**src/rtl/uart_tx_feeder.sv**
```systemverilog
// Byte FIFO ahead of the UART transmitter: issues one pi_flag pulse per byte,
// spaced so that a new frame never starts before the previous stop bit has finished.
module uart_tx_feeder #(
   parameter int unsigned UART_BPS   = 'd9600,
   parameter int unsigned CLK_FREQ   = 'd50_000_000,
   parameter int unsigned FIFO_DEPTH = 16,
   parameter int unsigned ADDR_W     = 4
) (
   input  logic              sys_clk,
   input  logic              sys_rst_n,
   input  logic [7:0]        wr_data,
   input  logic              wr_en,
   output logic              full,
   output logic              empty,
   output logic [ADDR_W:0]   fifo_cnt,
   output logic              overflow,
   output logic [7:0]        pi_data,
   output logic              pi_flag,
   output logic              tx_busy
);

   localparam int unsigned     BAUD_CNT   = CLK_FREQ / UART_BPS;
   localparam int unsigned     FRAME_CYC  = 10 * BAUD_CNT + 4;
   localparam logic [23:0]     FRAME_LAST = 24'(FRAME_CYC - 2);
   localparam logic [ADDR_W:0] DEPTH_C    = (ADDR_W + 1)'(FIFO_DEPTH);

   typedef enum logic {IDLE = 1'b0, WAIT = 1'b1} state_t;

   state_t              state_q;
   logic [7:0]          mem_q [FIFO_DEPTH];
   logic [ADDR_W-1:0]   wr_ptr_q, rd_ptr_q;
   logic [ADDR_W:0]     cnt_q, cnt_d;
   logic                ovf_q;
   logic [7:0]          pi_data_q;
   logic                pi_flag_q;
   logic                busy_q;
   logic [23:0]         frame_cnt_q;
   logic                pop, push;

   assign full     = (cnt_q == DEPTH_C);
   assign empty    = (cnt_q == '0);
   assign fifo_cnt = cnt_q;
   assign overflow = ovf_q;
   assign pi_data  = pi_data_q;
   assign pi_flag  = pi_flag_q;
   assign tx_busy  = busy_q;

   // A pop frees a slot in the same edge, so a full FIFO can still accept a write then.
   always_comb begin
      pop   = (state_q == IDLE) && !empty;
      push  = wr_en && (!full || pop);
      cnt_d = cnt_q;
      if (push && !pop)
         cnt_d = cnt_q + 1'b1;
      else if (pop && !push)
         cnt_d = cnt_q - 1'b1;
   end

   always_ff @(posedge sys_clk) begin
      if (push)
         mem_q[wr_ptr_q] <= wr_data;
   end

   always_ff @(posedge sys_clk or negedge sys_rst_n) begin
      if (!sys_rst_n) begin
         wr_ptr_q <= '0;
         rd_ptr_q <= '0;
         cnt_q    <= '0;
         ovf_q    <= 1'b0;
      end else begin
         if (push)
            wr_ptr_q <= wr_ptr_q + 1'b1;
         if (pop)
            rd_ptr_q <= rd_ptr_q + 1'b1;
         cnt_q <= cnt_d;
         ovf_q <= wr_en && !push;
      end
   end

   // WAIT lasts FRAME_CYC-1 cycles, so back-to-back flags land exactly FRAME_CYC apart.
   always_ff @(posedge sys_clk or negedge sys_rst_n) begin
      if (!sys_rst_n) begin
         state_q     <= IDLE;
         pi_data_q   <= 8'h00;
         pi_flag_q   <= 1'b0;
         busy_q      <= 1'b0;
         frame_cnt_q <= '0;
      end else begin
         case (state_q)
            IDLE: begin
               if (pop) begin
                  pi_data_q   <= mem_q[rd_ptr_q];
                  pi_flag_q   <= 1'b1;
                  busy_q      <= 1'b1;
                  frame_cnt_q <= '0;
                  state_q     <= WAIT;
               end
            end
            WAIT: begin
               pi_flag_q   <= 1'b0;
               frame_cnt_q <= frame_cnt_q + 24'd1;
               if (frame_cnt_q == FRAME_LAST) begin
                  state_q <= IDLE;
                  busy_q  <= 1'b0;
               end
            end
         endcase
      end
   end

endmodule

```
**config.mk**
```make
export PLATFORM = sky130hd
export DESIGN_NAME = uart_tx_feeder
export DESIGN_NICKNAME = d
export VERILOG_FILES = /design/src/rtl/uart_tx_feeder.sv
export SDC_FILE = /design/constraint.sdc
export NUM_CORES = 1
export LEC_CHECK = 0
export ABC_AREA = 1
export BUFFER_PORTS_ARGS = -buffer_cell sky130_fd_sc_hd__buf_2
export CORE_MARGIN = 1.5
export CORE_UTILIZATION = 31
export DETAILED_ROUTE_END_ITERATION = 7
export SETUP_SLACK_MARGIN = 0.02
export SLEW_MARGIN = 20
export SYNTH_ARGS = -nofsm -noshare
export SYNTH_HDL_FRONTEND = slang
export SYNTH_SLANG_ARGS = --single-unit
```
**constraint.sdc**
```tcl
create_clock -name sys_clk -period 5 [get_ports sys_clk]
set_clock_uncertainty 0.2 [all_clocks]
set_input_delay 0 -clock sys_clk [delete_from_list [all_inputs] [get_ports sys_clk]]
set_output_delay 0 -clock sys_clk [all_outputs]
set_load 0.02 [all_outputs]
```
==> results.txt <==
----------------------------------------------------
[Power]
  Psw ... 977 µW
  Fraction of power consumed by the clock network ... 0.369
  Areal power density over the cells ... 382 nW/µm²
  Share of total power in sequential cells ... 0.504
  Static leakage ... 4.04 nW
  Sw frac ... 0.277
  Maximum ir drop on the vdd rail ... 0.000245 V
  Power share of the combinational group ... 0.127
  Power Total ... 3.53 mW
  Internal power of the cells ... 2.55 mW

[Clocking]
  Root buffer selected by CTS ... sky130_fd_sc_hd__clkbuf_16
  Setup repair bufs after CTS ... 0
  Clock tree from TritonCTS ... yes
  Worst-skew pair later-pin latency ... 0.43 ns
  TritonCTS sink count ... 177
  Clock Pin Slew Worst Setup and Hold Paths ... 0.07 ns
  CTS max path bufs ... 2
  Total CTS buffers ... 17
  Total number of H-tree levels ... 4

[Detailed routing]
  Length of routed wiring on met1 ... 8.21 mm
  Count of vias placed by the detailed router ... 5629
  Via-per-instance ratio ... 4.55
  DR WL/cell ... 14.7 µm
  Uppermost routed layer ... met4
  Detail Route met2 WL ... 8.73 mm
  Met3 wire len ... 805 µm
  Iteration-0 DRC count of the detailed router ... 462
  DRC violation count after routing ... 0
  Number of search-and-repair iterations in the first detailed-routing pass ... 5
  Post-route ant nets ... 0
  Post-detailed-routing wire length ... 18.2 mm

[GRT]
  Pin count of the biggest net entering global routing ... 67
  GR Util All Layers ... 0.143
  Initial antenna violation count ... 0
  First-pass GRT wire length ... 29.2 mm
  Vias in the first global route ... 5341
  Overflow left after global routing ... 0

[Worst setup path]
  Cells traversed along the worst timing path ... inv_1, nand2_2, ha_1, inv_1, fa_1, a21oi_1, nor2_1, nor2_1, xor2_1, nand2_1, nand2_1
  Critical path startpoint category ... register
  Critical Path Sink Type ... register
  Kind of critical path ... reg -> reg
  Crit-path max FO ... 27
  Required @ worst endpoint ... 5.17 ns
  Arrival @ worst endpoint ... 3.06 ns
  Worst path max stage delay ... 0.56 ns
  Number of buffers and inverters on the critical path ... 2
  Delay-heaviest family, CP ... simple AND/OR/NAND/NOR gates
  Critical path's slowest cell ... sky130_fd_sc_hd__dfrtp_1

[Logic synthesis]
  Synthesized instance count ... 858
  Async S/R FF share, synth ... 0.277
  Total standard cell area after synthesis ... 8150 µm²
  Distinct cells, synth ... 32
  Post-synthesis net count ... 881
  Post-Synthesis Mean Instance Area ... 9.50 µm²
  Yosys Warn Count ... 0
  List of most frequent post-synthesis cells ... sky130_fd_sc_hd__nand2_1 (265), sky130_fd_sc_hd__inv_1 (133), sky130_fd_sc_hd__edfxtp_1 (128)
  Cell taking the most area after synthesis ... sky130_fd_sc_hd__edfxtp_1
  Area fraction of the dominant cell type after synthesis ... 0.472
  Post-synthesis register bit count ... 177
  Number of synthesized flops with an enable pin ... 128
  Share of synthesized area occupied by flip-flops and latches ... 0.622
  Most instantiated library cell after synthesis ... sky130_fd_sc_hd__nand2_1
  Most common flop cell mapped by yosys ... sky130_fd_sc_hd__edfxtp_1
  Largest cells by area after synthesis ... sky130_fd_sc_hd__edfxtp_1 (47%), sky130_fd_sc_hd__dfrtp_1 (15%), sky130_fd_sc_hd__nand2_1 (12%)

[Hold path]
  Worst hold-check path type ... in -> async

[Floorplanning]
  Floorplan core area ... 25900 µm²
  Horizontal die dimension ... 165 µm
  Overall die height ... 165 µm
  Number of placement rows ... 59
  Top-level I/O count ... 29
  Starting utilization of the core area ... 0.315
  Die Area ... 27300 µm²

[STA]
  Worst relative slew slack ... 0.465
  Slew of the pin with the lowest slew margin ... 0.800 ns
  Max-slew violation count ... 0
  Setup_tns ... 0 ns
  Worst-case hold slack ... 0.0306 ns
  Clock period minus final worst setup slack ... 2.89 ns
  Ratio of final minimum period to clock period ... 0.578
  Unrepaired setup endpoints after global routing ... no
  Final hold violation count ... 0
  Setup violation total in the final timing report ... 0
  Max frequency ... 0.346 GHz

[Cells and area]
  Final net count ... 912
  Proportion of layout cells with a drive suffix above 1 ... 0.0887
  Antenna fix cells ... 0
  Area overhead of the layout relative to synthesis ... 13.3%
  FILL cells ... 2552

[Job]
  Max cap viols ... 0

[Place]
  Placed wire-length estimate ... 11.4 mm
  Number of buffers added on ports ... 28
  Gpl congestion ... 0.823

[Status]
  Outcome ... finished, final reports clean

----------------------------------------------------
-- through the flow --
stage               setup slack [ns]  instances  utilization  instance area [µm²]
floorplan                       2.30        858            -                 8150
finish                          2.11       1237        0.356                 9240
global placement                2.17       1195        0.330                 8560
detailed placement              2.14       1195        0.331                 8560
global route                    1.80       1237        0.356                 9240
CTS                             2.12       1237        0.356                 9240
-- sequential cells by signal, summed over array words and instances (netlist names) --
signal and count:
tx_busy 1, pi_flag 1, fifo_cnt 5, pi_data 8
rd_ptr_q 4, frame_cnt_q 24, wr_ptr_q 4, overflow 1
state_q 1, mem_q 128
-- layout make-up --
type | count | area, µm² | area share
clock buffer | 17 | 425 | 0.0461
inverter | 138 | 520 | 0.0564
tap | 335 | 419 | 0.0454
sequential | 177 | 5070 | 0.549
timing repair buffer | 42 | 270 | 0.0293
multi-input combinational | 513 | 2380 | 0.258
clock inverter | 15 | 146 | 0.0158
-- kinds of logic (layout without fill, tap and decap cells) --
kind of cell,Yosys count,in the layout,share of synthesized area
and+or+nand+nor,459,459,0.241
xor gates and xnor gates,9,9,0.00967
AOI/OAI and AO/OA,30,30,0.0192
muxes,3,3,0.00369
adders and majority gates,12,12,0.0193
DFF,177,177,0.622
buffers and inverters,168,212,0.0854
-- layout by cell type, fill, tap and decap left out, drive strengths merged --
| cell type | synthesis | final |
|---|---|---|
| nor4 | 1 | 1 |
| clkbuf | 1 | 17 |
| bufinv | 0 | 1 |
| xnor2 | 1 | 1 |
| nand3 | 126 | 126 |
| clkinvlp | 0 | 2 |
| fa | 1 | 1 |
| buf | 29 | 32 |
| nand3b | 2 | 2 |
| a22oi | 1 | 1 |
| dfrtp | 49 | 49 |
| o21ai | 22 | 22 |
| clkinv | 2 | 6 |
| ha | 11 | 11 |
| nor3 | 5 | 5 |
| mux2i | 3 | 3 |
| nand2 | 269 | 269 |
| dlygate4sd3 | 0 | 10 |
| inv | 136 | 144 |
| edfxtp | 128 | 128 |
| a21oi | 5 | 5 |
| xor2 | 8 | 8 |
| a31oi | 1 | 1 |
| a21boi | 1 | 1 |
| nand4 | 2 | 2 |
| nor2 | 54 | 54 |
-- what timing repair did --
action | 4_1_cts | 5_1_grt
endpoints found under the hold margin | 182 | 0
hold buffers | 10 | 0
endpoints found under the setup margin | 0 | 0
gates resized for setup | 0 | 0
-- worst paths after layout --
path | from | slack [ns] | cells after the start | to
setup reg to reg | state_q$_DFF_PN0_ | 2.11 | 11 | fifo_cnt[4]$_DFFE_PN0P_
min in group sys_clk | wr_en | 0.16 | 4 | overflow$_DFF_PN0_
setup / recovery | state_q$_DFF_PN0_ | 2.11 | 11 | fifo_cnt[4]$_DFFE_PN0P_
max in group asynchronous | sys_rst_n | 4.10 | 3 | rd_ptr_q[0]$_DFFE_PN0P_
hold reg to reg | tx_busy$_DFFE_PN0P_ | 0.27 | 2 | tx_busy$_DFFE_PN0P_
hold / removal | sys_rst_n | 0.03 | 3 | frame_cnt_q[17]$_DFFE_PN0P_
-- worst register-to-register path: cells and delay by family, from the launching register on --
kind                       cells  cell delay, ns
DFF                            1            0.56
buffers and inverters          2            0.31
xor gates and xnor gates       1            0.15
and+or+nand+nor                5            0.76
adders and majority gates      2            0.70
AOI/OAI and AO/OA              1            0.15
-- per-layer routing --
metal | vias up | global-route usage
met5 | - | 0
met4 | 0 | 0.0610
met3 | 31 | 0.0232
met2 | 144 | 0.232
met1 | 2649 | 0.189
li1 | 2805 | -
-- power by group through the flow --
stage                     registers, mW  logic, mW  clock network (mW)
after global placement             1.80      0.443                   0
after detailed placement           1.81      0.446                   0
after global routing               1.79      0.512                1.37
after floorplan                    1.82      0.268                   0
final                              1.78      0.447                1.30
after CTS                          1.78      0.456                1.32
Power figures use the tool's default switching activity.
